--- config.mk ---
export PLATFORM = sky130hd
export DESIGN_NAME = alu_share_arbiter
export DESIGN_NICKNAME = d
export VERILOG_FILES = /design/src/rtl/alu_share_pkg.sv /design/src/rtl/alu_core.sv /design/src/rtl/alu_share_arbiter.sv
export SDC_FILE = /design/constraint.sdc
export NUM_CORES = 1
export LEC_CHECK = 0
export CAP_MARGIN = 20
export CORE_MARGIN = 2
export CORE_UTILIZATION = 36
export DETAILED_ROUTE_END_ITERATION = 16
export SYNTH_ARGS = -nofsm -noshare
export SYNTH_HDL_FRONTEND = slang
export SYNTH_SLANG_ARGS = --single-unit
--- constraint.sdc ---
create_clock -name clk -period 3.8 [get_ports clk]
set_input_delay 0.38 -clock clk [delete_from_list [all_inputs] [get_ports clk]]
set_output_delay 0.38 -clock clk [all_outputs]
set_load 0.1 [all_outputs]
--- src/rtl/alu_share_pkg.sv ---
// +------------------------------------------------------------------+
// | alu_share_pkg: opcodes and FSM states for the shared ALU arbiter |
// | Rev 1.0                                                          |
// +------------------------------------------------------------------+
`default_nettype none

package alu_share_pkg;

  localparam logic [3:0] OP_ADD4   = 4'd0;
  localparam logic [3:0] OP_SUB    = 4'd1;
  localparam logic [3:0] OP_AND    = 4'd2;
  localparam logic [3:0] OP_OR     = 4'd3;
  localparam logic [3:0] OP_XOR    = 4'd4;
  localparam logic [3:0] OP_NOT    = 4'd5;
  localparam logic [3:0] OP_SELADD = 4'd6;
  localparam logic [3:0] OP_ADD4R  = 4'd7;

  typedef enum logic [1:0] {
    IDLE = 2'd0,
    EXEC = 2'd1,
    RESP = 2'd2
  } state_t;

endpackage

`default_nettype wire

--- src/rtl/alu_core.sv ---
// +------------------------------------------------------------------+
// | alu_core: combinational ALU evaluated on the captured operands   |
// | Rev 1.0                                                          |
// +------------------------------------------------------------------+
`default_nettype none

module alu_core
  import alu_share_pkg::*;
#(
  parameter int W = 8
) (
  input  logic [3:0]   opcode,
  input  logic         sel,
  input  logic [W-1:0] a,
  input  logic [W-1:0] b,
  input  logic [W-1:0] c,
  input  logic [W-1:0] d,
  output logic [W-1:0] result,
  output logic         zero
);

  always_comb begin
    result = '0;
    case (opcode)
      OP_ADD4, OP_ADD4R: result = a + b + c + d;
      OP_SUB:            result = a - b;
      OP_AND:            result = a & b;
      OP_OR:             result = a | b;
      OP_XOR:            result = a ^ b;
      OP_NOT:            result = ~a;
      OP_SELADD:         result = sel ? (a + c) : (b + d);
      default:           result = '0;
    endcase
  end

  assign zero = (result == '0);

endmodule

`default_nettype wire

--- src/rtl/alu_share_arbiter.sv ---
// +------------------------------------------------------------------+
// | alu_share_arbiter: round-robin sharing of one ALU by two clients |
// | Rev 1.0                                                          |
// +------------------------------------------------------------------+
`default_nettype none

module alu_share_arbiter
  import alu_share_pkg::*;
#(
  parameter int W = 8
) (
  input  logic           clk,
  input  logic           rst,
  input  logic [1:0]     req_valid,
  output logic [1:0]     req_ready,
  input  logic [7:0]     req_opcode,
  input  logic [1:0]     req_sel,
  input  logic [2*W-1:0] req_a,
  input  logic [2*W-1:0] req_b,
  input  logic [2*W-1:0] req_c,
  input  logic [2*W-1:0] req_d,
  output logic [1:0]     rsp_valid,
  input  logic [1:0]     rsp_ready,
  output logic [W-1:0]   rsp_result,
  output logic           rsp_zero,
  output logic           busy
);

  state_t state, state_nxt;
  logic   rr_ptr;
  logic   owner;
  logic   grant;
  logic   accept;
  logic   rsp_done;

  logic [3:0]   op_q;
  logic         sel_q;
  logic [W-1:0] a_q, b_q, c_q, d_q;
  logic [W-1:0] alu_result;
  logic         alu_zero;

  // Preferred requester wins if it is asking, otherwise the other one.
  always_comb begin
    grant     = req_valid[rr_ptr] ? rr_ptr : ~rr_ptr;
    req_ready = 2'b00;
    rsp_valid = 2'b00;
    accept    = 1'b0;
    rsp_done  = 1'b0;
    state_nxt = state;
    case (state)
      IDLE: begin
        if (req_valid[grant]) begin
          req_ready[grant] = 1'b1;
          accept           = 1'b1;
          state_nxt        = EXEC;
        end
      end
      EXEC: state_nxt = RESP;
      RESP: begin
        rsp_valid[owner] = 1'b1;
        if (rsp_ready[owner]) begin
          rsp_done  = 1'b1;
          state_nxt = IDLE;
        end
      end
      default: state_nxt = IDLE;
    endcase
  end

  assign busy = (state != IDLE);

  always_ff @(posedge clk or posedge rst) begin
    if (rst) begin
      state      <= IDLE;
      rr_ptr     <= 1'b0;
      owner      <= 1'b0;
      op_q       <= '0;
      sel_q      <= 1'b0;
      a_q        <= '0;
      b_q        <= '0;
      c_q        <= '0;
      d_q        <= '0;
      rsp_result <= '0;
      rsp_zero   <= 1'b0;
    end else begin
      state <= state_nxt;
      if (accept) begin
        owner <= grant;
        op_q  <= grant ? req_opcode[7:4]   : req_opcode[3:0];
        sel_q <= grant ? req_sel[1]        : req_sel[0];
        a_q   <= grant ? req_a[2*W-1:W]    : req_a[W-1:0];
        b_q   <= grant ? req_b[2*W-1:W]    : req_b[W-1:0];
        c_q   <= grant ? req_c[2*W-1:W]    : req_c[W-1:0];
        d_q   <= grant ? req_d[2*W-1:W]    : req_d[W-1:0];
      end
      if (state == EXEC) begin
        rsp_result <= alu_result;
        rsp_zero   <= alu_zero;
      end
      // Finished owner yields priority to the other requester.
      if (rsp_done) begin
        rr_ptr <= ~owner;
      end
    end
  end

  alu_core #(
    .W (W)
  ) u_alu_core (
    .opcode (op_q),
    .sel    (sel_q),
    .a      (a_q),
    .b      (b_q),
    .c      (c_q),
    .d      (d_q),
    .result (alu_result),
    .zero   (alu_zero)
  );

endmodule

`default_nettype wire

==> impl_summary.md <==
Routing
The DRC marker count from the first detailed-route iteration is 261. The routed via count is 3,913. The remaining antenna violation count is 0. The detailed-route wire length is 13,100 um.

The residual DRC count is 0. The first detailed-routing pass ran for 6 iterations. The average wire per cell in the routed design is 17.0 um. The routed via count divided by cell count is 5.09.

Critical path
For the worst setup path, the data required time is 4020 ps. The most frequent cell on the critical path is fa_1. The setup check on the worst reg-to-reg path leaves a slack of 290 ps. Together, buffers and inverters on the worst path number 3. The critical path's slowest cell is fa_1. Of all nets on the critical path, the largest fanout is 4. The worst setup path is launched from a flop. The largest delay contributor family on the critical path is adder cells. The number of cells on the worst reg-to-reg path is 13. The element type at the critical path end is a flop. Walking the worst path, the cells encountered are inv_2, fa_1, fa_1, inv_1, ha_1, inv_1, fa_1, nand2b_1, a21oi_2, o311ai_0, a2111oi_2, nand4_1, o31ai_2. The startpoint identified for the worst register-to-register timing path is b_q[1].

The worst register-to-register path ends at rsp_zero. By startpoint and endpoint, the worst setup path is classified as reg -> reg. The critical path crosses 13 cells after its start point. The delay of the slowest critical-path stage is 470 ps. At the worst endpoint, the arrival time is 3730 ps.

Timing
The slew of the pin with the lowest slew margin is 972 ps. The final-report setup violation count is 0. For the final database, setup skew stands at 2.66 ps. The shortest clock period the worst path allows after layout is 3510 ps. The final setup TNS is 0 ps. Setup repair after global routing left no endpoint under its margin.

The hold violation count in the final report is 0. The total count of max-transition violations in the final report is 0. The worst path uses 92.3% of the clock period. The worst pin sits at a relative slew slack of 35.0%. The maximum achievable frequency is 0.285 GHz. Hold is met by 471 ps.

Floorplan
94 I/O pins were placed. The die covers 13,600 um^2. The die outline height is 117 um.

The total area inside the core boundary comes to 12,500 um^2. The die is 117 um wide. The initialized floorplan defines 41 standard-cell rows. Once the floorplan was initialized, standard cells occupied 36.6% of the core.

CTS
The clock tree synthesis step divided the H-tree into 2 levels. The TritonCTS buffer count is 5. The number of buffers on the longest clock path is 2. After clock tree synthesis, the clock-pin slew on the worst setup and hold paths is 70 ps.

TritonCTS built the clock tree. The tree built by TritonCTS fans out to 50 sinks. Hold repair after CTS inserted 0 buffers.

The latest clock arrival within the worst-skew pair is 300 ps. The root buffer selected by CTS is clkbuf_16.

Logic synthesis
The most frequent cell after synthesis is nor2_1. The count of synthesis-stage warnings from yosys is 0. The share of synthesized cell area in and, or, nand and nor gates is 13.1%. After Yosys synthesis, full adders, half adders and majority gates account for 19.5% of the synthesized area. The net count after synthesis is 648. The xor/xnor cell area share of the yosys netlist is 4.23%. The synthesized design devotes to its leading area cell type 27.4% of total area.

By area the synthesized netlist is led by dfrtp_1, ha_1, mux2i_1. The sequential fraction of the synthesis area is 27.4%. The mean post-synth cell area is 8.99 um^2.

In the synthesized netlist the dominant register cell turns out to be dfrtp_1. The number of flops mapped to enable cells by yosys is 0. The multiplexer area fraction after synthesis is 10.9%. Counting flops and latches in the post-synthesis netlist gives 50. The post-synthesis compound-gate area fraction is 18.1%. The synthesized cell area is 4560 um^2. By count the netlist is led by nor2_1, a21oi_1, inv_1. The leading area contributor after synthesis is dfrtp_1. The share of flip-flops with an asynchronous set or reset is 100%. The number of standard cells after synthesis is 507. The largest family of logic cells by synthesized area is adder cells. The number of distinct library cells after synthesis is 60.

Layout
The register area is 1250 um^2. From synthesis to final layout, the design area changed by 28.5%. The area of the multi-input gates is 3020 um^2.

The fill cell instance count of the final layout is 1,246. The proportion of layout cells with a drive suffix above 1 is 7.37%. The antenna cell count is 0. The net count of the finished layout is 737.

Global routing
The pin count of the biggest net entering global routing is 77. The met1 track demand over resource in global routing is 27.1%. The global routing stage identified its most utilized layer as met2. The initial antenna violation count is 0. The total global-route track usage is 19.8%.

The wire length of the first global-routing pass is 20,300 um. For this run the aggregate overflow at the end of global routing stands at 0. For this run, global-route usage on met3 was measured as 2.02%. For this run, global-route usage on met2 was measured as 33.5%. The via count of the first global-routing pass is 3,845.

Min path
The classification of the worst-slack hold path is in -> async.

Flow run
The tool flagged a number of max-cap violations equal to 0.

Place
Detailed placement finished with a half-perimeter wire length of 10,700 um. At the end of routability-driven placement, the weighted congestion stood at 0.916. The number of buffers inserted by port buffering is 93.

Outcome
The run finished with clean final reports.
==> cell families after synthesis <==
kind of cell	after synthesis
XOR/XNOR	22
multiplexers	49
adder cells (fa/ha/maj)	61
flip-flops	50
AO/OA/AOI/OAI	126
buffers and inverters	75
AND/OR/NAND/NOR	124
==> repair_timing <==
item | in CTS | in global routing
gates resized for setup | 0 | 2
endpoints found under the setup margin | 0 | 1
setup buffers | 0 | 1
==> registers in the layout, summed over array words and instances (netlist names) <==
signal,cells
b_q,8
c_q,8
owner,1
d_q,8
state,2
sel_q,1
rsp_zero,1
rr_ptr,1
a_q,8
rsp_result,8
op_q,4
==> placed cells by master, fill, tap and decap left out, drive strengths merged, types with 13 or more instances in the layout <==
cell / Yosys / layout
o21ai: 17 / 17
mux2i: 44 / 44
nor2: 59 / 59
inv: 53 / 53
xnor2: 15 / 15
clkdlybuf4s50: 0 / 91
a21oi: 56 / 56
fa: 17 / 17
buf: 11 / 13
ha: 44 / 44
dfrtp: 50 / 50
nand2: 15 / 15
==> how the worst max path moves through the flow <==
stage            from             to  slack [ps]
6_report       b_q[1]       rsp_zero         290
5_1_grt        a_q[1]       rsp_zero           6
4_1_cts        b_q[1]       rsp_zero         210
3_5_place_dp   b_q[1]  rsp_result[7]         230
3_3_place_gp   b_q[1]  rsp_result[7]         300
2_1_floorplan  a_q[1]  rsp_result[7]         340
==> per-layer routing <==
metal	vias to the layer above	part of all wire [%]	wire, um
met2	87	49	6400
li1	1959	-	-
met3	12	3.1	404
met4	0	1.4	189
met1	1855	47	6110
met5	-	0	0
==> area by class of cell <==
| type | instances | area share [%] |
|---|---|---|
| timing repair buffer | 104 | 17.4 |
| clock buffer | 7 | 2.44 |
| tap | 172 | 3.67 |
| clock inverter | 1 | 0.0855 |
| multi-input combinational | 382 | 51.6 |
| inverter | 53 | 3.40 |
| sequential | 50 | 21.4 |
==> per-stage QoR <==
stage | area (um^2) | setup WS (ps) | util [%] | std cells
floorplan | 4560 | 341 | - | 507
global placement | 5680 | 305 | 45.5 | 759
detailed placement | 5700 | 230 | 45.7 | 760
CTS | 5850 | 211 | 46.9 | 768
global route | 5860 | 6.50 | 47.0 | 769
finish | 5860 | 293 | 47.0 | 769
==> worst register-to-register path, delay by kind of cell, from the launching register on <==
kind,cells,cell delay [ps]
buffers and inverters,3,240
adder cells (fa/ha/maj),4,1490
AO/OA/AOI/OAI,4,960
AND/OR/NAND/NOR,2,360
flip-flops,1,390
Power is not shown: default switching activity piles up to over one toggle a cycle in this logic, so the estimate is an artifact.
